<file path="src/rtl/digital_clock_pkg.sv">
// Shared types, limits and helpers for the configurable BCD time-of-day clock.
//   bcd2_t     : two BCD digits {tens, units}
//   bcd2_valid : both digits <= 9 and value <= max (BCD ordering matches numeric ordering)
//   to_12h     : 24-hour BCD hour -> 12-hour BCD hour (00 -> 12, 13..23 -> 01..11)
package digital_clock_pkg;

   typedef logic [7:0] bcd2_t;

   localparam bcd2_t SEC_MAX = 8'h59;
   localparam bcd2_t MIN_MAX = 8'h59;
   localparam bcd2_t HR_MAX  = 8'h23;

   function automatic logic bcd2_valid(input bcd2_t value, input bcd2_t max_val);
      return (value[7:4] <= 4'd9) && (value[3:0] <= 4'd9) && (value <= max_val);
   endfunction

   // Goes through binary so the subtract-12 never needs BCD borrow handling.
   function automatic bcd2_t to_12h(input bcd2_t hr);
      logic [4:0] bin;
      bin = (5'(hr[7:4]) * 5'd10) + 5'(hr[3:0]);
      if (bin == 5'd0) begin
         bin = 5'd12;
      end else if (bin > 5'd12) begin
         bin = bin - 5'd12;
      end
      if (bin >= 5'd10) begin
         return {4'd1, 4'(bin - 5'd10)};
      end
      return {4'd0, 4'(bin)};
   endfunction

endpackage

</file>
<file path="src/rtl/bcd2_counter.sv">
// Two-digit BCD counter wrapping MAX -> 00; load has priority over inc.
//   clk, reset : clock, async active-high reset (clears to 00)
//   inc        : advance by one
//   load       : take ld_val
//   val        : current value
//   nxt        : value after this edge (lets the parent compare against the upcoming time)
//   carry_out  : inc && val == MAX
module bcd2_counter
   import digital_clock_pkg::*;
#(
   parameter bcd2_t MAX = 8'h59
) (
   input  logic  clk,
   input  logic  reset,
   input  logic  inc,
   input  logic  load,
   input  bcd2_t ld_val,
   output bcd2_t val,
   output bcd2_t nxt,
   output logic  carry_out
);

   bcd2_t val_q, val_d;

   // Next value: load, else BCD increment with units 9 -> 0 carrying into tens.
   always_comb begin
      val_d = val_q;
      if (load) begin
         val_d = ld_val;
      end else if (inc) begin
         if (val_q == MAX) begin
            val_d = '0;
         end else if (val_q[3:0] == 4'd9) begin
            val_d = {val_q[7:4] + 4'd1, 4'd0};
         end else begin
            val_d = {val_q[7:4], val_q[3:0] + 4'd1};
         end
      end
   end

   always_ff @(posedge clk or posedge reset) begin
      if (reset) begin
         val_q <= '0;
      end else begin
         val_q <= val_d;
      end
   end

   assign val       = val_q;
   assign nxt       = val_d;
   assign carry_out = inc && (val_q == MAX);

endmodule

</file>
<file path="src/rtl/digital_clock_cfg.sv">
// Configurable BCD HH:MM:SS clock: prescaler, validated time load, minute alarm,
// day-wrap pulse and 12/24-hour display. Time is always held in 24-hour BCD.
//   clk, reset            : clock, async active-high reset
//   enable                : prescaler and time run when 1
//   mode_12h              : display-only 12-hour mode
//   load, ld_hr/min/sec   : strobe + 24-hour BCD time to load
//   alarm_wr, al_hr/min   : strobe + 24-hour BCD alarm to capture
//   alarm_en              : permits alarm_hit
//   ms_/ls_ hr/min/sec    : displayed digits (combinational from state)
//   pm                    : hour >= 12
//   load_err, day_wrap, alarm_hit : registered one-cycle pulses
module digital_clock_cfg
   import digital_clock_pkg::*;
#(
   parameter int unsigned TICKS_PER_SEC = 1
) (
   input  logic       clk,
   input  logic       reset,
   input  logic       enable,
   input  logic       mode_12h,
   input  logic       load,
   input  logic [7:0] ld_hr,
   input  logic [7:0] ld_min,
   input  logic [7:0] ld_sec,
   input  logic       alarm_wr,
   input  logic [7:0] al_hr,
   input  logic [7:0] al_min,
   input  logic       alarm_en,
   output logic [3:0] ms_hr,
   output logic [3:0] ls_hr,
   output logic [3:0] ms_min,
   output logic [3:0] ls_min,
   output logic [3:0] ms_sec,
   output logic [3:0] ls_sec,
   output logic       pm,
   output logic       load_err,
   output logic       day_wrap,
   output logic       alarm_hit
);

   localparam int unsigned TICK_W = (TICKS_PER_SEC > 1) ? $clog2(TICKS_PER_SEC) : 1;
   localparam logic [TICK_W-1:0] TICK_LAST = TICK_W'(TICKS_PER_SEC - 1);

   logic [TICK_W-1:0] presc_q, presc_d;
   bcd2_t             al_hr_q, al_hr_d;
   bcd2_t             al_min_q, al_min_d;
   logic              load_err_q, load_err_d;
   logic              day_wrap_q, day_wrap_d;
   logic              alarm_hit_q, alarm_hit_d;

   logic              sec_tick, ld_ok, al_ok, tick_eff;
   bcd2_t             sec_val, min_val, hr_val;
   bcd2_t             sec_nxt, min_nxt, hr_nxt;
   logic              sec_carry, min_carry, hr_carry;
   bcd2_t             hr_disp;

   // Validation of the load and alarm payloads.
   assign ld_ok = load && bcd2_valid(ld_hr, HR_MAX) && bcd2_valid(ld_min, MIN_MAX)
                       && bcd2_valid(ld_sec, SEC_MAX);
   assign al_ok = alarm_wr && bcd2_valid(al_hr, HR_MAX) && bcd2_valid(al_min, MIN_MAX);

   // A valid load swallows a coincident tick; a rejected load leaves timekeeping alone.
   assign sec_tick = enable && (presc_q == TICK_LAST);
   assign tick_eff = sec_tick && !ld_ok;

   bcd2_counter #(.MAX(SEC_MAX)) u_sec (
      .clk(clk), .reset(reset), .inc(tick_eff), .load(ld_ok), .ld_val(ld_sec),
      .val(sec_val), .nxt(sec_nxt), .carry_out(sec_carry)
   );

   bcd2_counter #(.MAX(MIN_MAX)) u_min (
      .clk(clk), .reset(reset), .inc(sec_carry), .load(ld_ok), .ld_val(ld_min),
      .val(min_val), .nxt(min_nxt), .carry_out(min_carry)
   );

   bcd2_counter #(.MAX(HR_MAX)) u_hr (
      .clk(clk), .reset(reset), .inc(min_carry), .load(ld_ok), .ld_val(ld_hr),
      .val(hr_val), .nxt(hr_nxt), .carry_out(hr_carry)
   );

   // Prescaler, alarm register and pulse next-state.
   always_comb begin
      presc_d  = presc_q;
      al_hr_d  = al_hr_q;
      al_min_d = al_min_q;
      if (ld_ok) begin
         presc_d = '0;
      end else if (enable) begin
         presc_d = sec_tick ? '0 : presc_q + TICK_W'(1);
      end
      if (al_ok) begin
         al_hr_d  = al_hr;
         al_min_d = al_min;
      end
      load_err_d  = (load && !ld_ok) || (alarm_wr && !al_ok);
      day_wrap_d  = hr_carry;
      // sec_carry implies the new seconds are 00; compare the new HH:MM to the stored alarm.
      alarm_hit_d = sec_carry && alarm_en && (min_nxt == al_min_q) && (hr_nxt == al_hr_q);
   end

   always_ff @(posedge clk or posedge reset) begin
      if (reset) begin
         presc_q     <= '0;
         al_hr_q     <= '0;
         al_min_q    <= '0;
         load_err_q  <= 1'b0;
         day_wrap_q  <= 1'b0;
         alarm_hit_q <= 1'b0;
      end else begin
         presc_q     <= presc_d;
         al_hr_q     <= al_hr_d;
         al_min_q    <= al_min_d;
         load_err_q  <= load_err_d;
         day_wrap_q  <= day_wrap_d;
         alarm_hit_q <= alarm_hit_d;
      end
   end

   // Display path: zero latency so mode_12h changes show in the same cycle.
   assign hr_disp = mode_12h ? to_12h(hr_val) : hr_val;
   assign {ms_hr, ls_hr}   = hr_disp;
   assign {ms_min, ls_min} = min_val;
   assign {ms_sec, ls_sec} = sec_val;
   assign pm        = (hr_val >= 8'h12);
   assign load_err  = load_err_q;
   assign day_wrap  = day_wrap_q;
   assign alarm_hit = alarm_hit_q;

endmodule

</file>
<file path="config.mk">
export PLATFORM = sky130hd
export DESIGN_NAME = digital_clock_cfg
export DESIGN_NICKNAME = d
export VERILOG_FILES = /design/src/rtl/digital_clock_pkg.sv /design/src/rtl/bcd2_counter.sv /design/src/rtl/digital_clock_cfg.sv
export SDC_FILE = /design/constraint.sdc
export NUM_CORES = 1
export LEC_CHECK = 0
export CAP_MARGIN = 20
export CORE_UTILIZATION = 55
export DETAILED_ROUTE_END_ITERATION = 6
export DONT_BUFFER_PORTS = 1
export HOLD_SLACK_MARGIN = 0.05
export PLACE_DENSITY = 0.81
export SLEW_MARGIN = 20
export SYNTH_ARGS = -nofsm -noshare
export SYNTH_HDL_FRONTEND = slang
export SYNTH_SLANG_ARGS = --single-unit
</file>
<file path="constraint.sdc">
create_clock -name clk -period 3.2 [get_ports clk]
set_input_delay 0.32 -clock clk [delete_from_list [all_inputs] [get_ports clk]]
set_output_delay 0.32 -clock clk [all_outputs]
set_load 0.03 [all_outputs]
</file>
==> results.txt <==
- Result of the run: finished with violations
- The checks that failed: setup timing.
- Fraction of final layout cells sized beyond drive strength 1: 21.91%
- The layout has between 400 and 500 filler cells.
* CP Data Required Time: 2.88 ns
- Portion of the post-synthesis area used by sequential elements: 34.42%
- Cell chosen for the clock root: sky130_fd_sc_hd__clkbuf_8
* Setup violators final: 1
* Largest stage delay, worst path: 0.42 ns
* Area grow syn2layout: 17.33%
- The number of global-route vias before repair came to 2886.
* Number of synthesized register bits: 44
* Floorplan die area: between 6000 and 7000 um2
- The final number of max-transition violations is 0.
- Total congestion overflow: 0
* Clock tree from TritonCTS: yes
- Power spread over the standard cell area amounts to 646.5 nW/um2.
* Final routed DRC violation total: 0
- Setup total negative slack on the finished layout was measured at -0.05994 ns.
* Via count of the routed design: 2888
- Grouping stages by cell kind, the critical path spends the most delay in adder cells.
* Total core area: 5540 um2
* Crit path kind: flip-flop to output port
- The detailed router finished its first iteration with around 160 violations.
- Die Ht: 78.27 um
- Commonest non-fill, non-tap cells in the layout: 43 x sky130_fd_sc_hd__dfrtp_1, 34 x sky130_fd_sc_hd__buf_4, 29 x sky130_fd_sc_hd__nand2_1
* Worst-skew pair later-pin latency: 0.30 ns
- Cell internal power was estimated by the tool at about 1.4 mW.
- Based on the critical path, the design can be clocked at up to about 300 MHz.
* Number of cells on the worst reg-to-reg path: 9
- Entering global routing, the biggest net connects 31 pins.
* Maximum root-to-sink buffer count: 2
* First-pass iteration count of the detailed router: 4
- In this run the cell area measured after placement is 3427 um2.
- In this run, synthesis inferred 0 flip-flops with an integrated enable.
- The worst setup path is captured at an output port.
- After layout, the minimum clock period comes to about 3.3 ns.
- The mapped netlist covers 3199 um2.
- The library cell used most frequently in the layout, excluding fill and tap cells, is sky130_fd_sc_hd__dfrtp_1.
* Gate count after technology mapping: 357
- Initial cell density of the core: just under 60%
- Data arrives at the worst endpoint at around 3 ns.
- Along the worst hold path, the cell count comes to 1.
- Along the worst path, the maximum fanout reaches 4.
* Portion of total power attributed to sequential cells: 32.2%
- NetSw: 998.9 uW
- The floorplan step set the die width to 78.27 um.
- Fraction of the cycle the final worst path needs: 101.9%
* Setup WS post-layout: -0.05994 ns
* Wire length of the first global-routing pass: approximately 14000 um
- CTS built an H-tree with a depth of 2.
* Dominant register cell in the synthesized netlist: sky130_fd_sc_hd__dfrtp_1
- Most frequent cell on the critical path: sky130_fd_sc_hd__ha_4
- Leakage power: 1.650 nW
* Unrepaired setup endpoints after global routing: true
* Final Hold Viols: 0
- Traced cell by cell, the critical path runs through ha_1, ha_4, a21oi_2, xnor2_2, o21ai_1, mux2_4, ha_4, or3_4, a31oi_4, buf_6.
- Routability-driven placement finished with a final weighted congestion of 0.9431.
- Std cell rows: 27
- Transition time at the pin with the least slew margin: 0.7032 ns
- In this run the worst setup path begins at u_hr.val[4].
- Register Area: 1102 um2
- Measured against its own limit, the worst slew margin works out to 53.12%.
- In this run, distinct cell masters in the synthesized netlist total 62.
- Clk_skew: 0.01039 ns
- Synth async-reset ratio: 100.0%
- The initial antenna violation count came to 0.
* Switching Fraction: 41.16%
* Hold Path Origin: enable
- TritonCTS sink count: between 40 and 50
- Total routing usage reported by global routing: between 20% and 30%
* Synth warnings: 0
- RR Startpoint: u_min.val[5]
- The worst register-to-register path ends at alarm_hit.
- Number of I/O pins: 75
- On the final layout, the worst hold slack is 0.07821 ns.
- In the final layout, the multi-input gates occupy 2082 um2.
* Dpl hpwl: 6175 um
- Dividing the detail-routed wire length by the instance count gives 18.24 um.
- Summing all non-filler instances in the final layout gives an area of between 3000 and 4000 um2.
- In the routed layout, each cell is associated on average with a via count of 6.278.
- In the final design database the tool counted 453 nets.
- ANT nets after route: 0
- Path category of the worst min-delay check: primary input to flip-flop
- Number of port buffers: 0
- Synthesized Nets: 423
- After clock tree synthesis, the clock-pin slew on the worst setup and hold paths is 0.09 ns.
- Setup slack of the most critical reg-to-reg path: 0.44 ns
- Wires add up to 8390 um.
- Synthesized area per cell: 8.962 um2
- Nature of the critical path startpoint: flip-flop
- Buffers and inverters on the worst path: 1
- TritonCTS created 5 clock buffers.
- Cell with the largest stage delay on the worst path: sky130_fd_sc_hd__dfrtp_1
* Hold Crit Endpoint: presc_q
- In this run, the combinational gates consume 49.9% of the power.
- The clock network is responsible for about 18% of the overall power.
- The number of antenna diodes in the final layout is 0.
* Maximum resistive drop on vdd: 0.3421 mV
- The tool flagged a number of max-cap violations equal to 0.
==> per-stage QoR <==
step / setup slack (ns) / power (mW) / utilization [%] / cells
6_report: -0.05994 / 2.427 / 67.75 / 460
5_1_grt: -0.1568 / 2.572 / 67.75 / 460
4_1_cts: -0.01974 / 2.349 / 66.82 / 457
3_5_place_dp: -0.03940 / 1.774 / 61.86 / 440
3_3_place_gp: 0.1028 / 1.732 / 61.86 / 440
2_1_floorplan: 0.04640 / 1.474 / - / 357
==> per-layer routing <==
layer  GRT usage, %  part of all wire, %  vias to the layer above
li1               -                    -                     1374
met1          36.30                   42                     1399
met2          47.89                   49                       96
met3          7.093                  5.6                       19
met4          11.85                  2.7                        0
met5              0                    0                        -
==> cells in the mapped netlist (2+ instances only) <==
library cell / instances / share of area, %
sky130_fd_sc_hd__a211o_1: 3 / 0.82
sky130_fd_sc_hd__a211oi_1: 2 / 0.47
sky130_fd_sc_hd__a21o_1: 5 / 1.2
sky130_fd_sc_hd__a21oi_1: 22 / 3.4
sky130_fd_sc_hd__a221oi_1: 2 / 0.55
sky130_fd_sc_hd__a2bb2oi_1: 2 / 0.55
sky130_fd_sc_hd__a31oi_1: 4 / 0.78
sky130_fd_sc_hd__and3_1: 2 / 0.39
sky130_fd_sc_hd__and3b_1: 3 / 0.82
sky130_fd_sc_hd__and4_1: 4 / 1.1
sky130_fd_sc_hd__buf_2: 4 / 0.63
sky130_fd_sc_hd__clkbuf_1: 7 / 0.82
sky130_fd_sc_hd__dfrtp_1: 44 / 34
sky130_fd_sc_hd__ha_1: 18 / 7.0
sky130_fd_sc_hd__inv_1: 19 / 2.2
sky130_fd_sc_hd__mux2_2: 14 / 4.9
sky130_fd_sc_hd__mux2i_1: 8 / 2.5
sky130_fd_sc_hd__nand2_1: 29 / 3.4
sky130_fd_sc_hd__nand3_1: 12 / 1.9
sky130_fd_sc_hd__nand3b_1: 7 / 1.6
sky130_fd_sc_hd__nand4_1: 5 / 0.98
sky130_fd_sc_hd__nand4b_1: 4 / 1.1
sky130_fd_sc_hd__nor2_1: 27 / 3.2
sky130_fd_sc_hd__nor2b_1: 8 / 1.6
sky130_fd_sc_hd__nor3_1: 11 / 1.7
sky130_fd_sc_hd__nor3b_1: 4 / 0.94
sky130_fd_sc_hd__nor4_1: 7 / 1.4
sky130_fd_sc_hd__nor4_2: 2 / 0.78
sky130_fd_sc_hd__o2111ai_1: 2 / 0.55
sky130_fd_sc_hd__o21ai_0: 24 / 3.8
sky130_fd_sc_hd__o21ai_1: 4 / 0.63
sky130_fd_sc_hd__o31ai_1: 3 / 0.70
sky130_fd_sc_hd__or3_1: 2 / 0.39
sky130_fd_sc_hd__or4_1: 3 / 0.70
sky130_fd_sc_hd__xnor2_1: 10 / 2.7
sky130_fd_sc_hd__xor2_1: 4 / 1.1
==> repair_timing <==
item | 4_1_cts | 5_1_grt
hold buffers | 1 | 0
gates resized for setup | 21 | 5
buffers inserted | 8 | 3
pin swaps | 9 | 7
setup endpoints to repair | 4 | 4
hold endpoints to repair | 14 | 0
==> cells by family after synthesis <==
family	Yosys count	synth area share (%)
adders and majority gates	19	7.665
xor gates and xnor gates	15	4.341
DFF	44	34.42
muxes	22	7.431
AOI/OAI and AO/OA	84	16.31
buffers and inverters	33	4.380
and+or+nand+nor	140	25.46
==> final cells by class <==
type / instances / share of cell area [%]
repair buffers: 37 / 7.900
clock inverters: 3 / 1.133
multi-input cells: 280 / 55.47
flip-flops and latches: 44 / 29.37
clock buffers: 5 / 1.833
inverters: 19 / 1.900
well taps: 72 / 2.400
==> power by group through the flow <==
stage | combinational, mW | clock (mW) | sequential, mW
floorplan | 0.606 | 0 | 0.867
global placement | 0.950 | 0 | 0.781
global route | 1.31 | 0.461 | 0.796
finish | 1.21 | 0.434 | 0.781
CTS | 1.13 | 0.444 | 0.778
detailed placement | 0.987 | 0 | 0.786
==> flip-flops by register name (all words and copies together) (netlist names) <==
signal / cells
al_hr_q: 8
al_min_q: 8
u_hr.val: 8
u_min.val: 8
u_sec.val: 8
alarm_hit: 1
day_wrap: 1
load_err: 1
presc_q: 1
==> how the worst max path moves through the flow <==
stage               endpoint  cells past startpoint
finish              ls_hr[3]                     10
global route        ls_hr[3]                     12
global placement    ls_hr[3]                     10
CTS                 ls_hr[3]                     12
detailed placement  ls_hr[2]                     12
floorplan           ls_hr[3]                      9
Note: power is estimated with default switching activity, not from simulation.
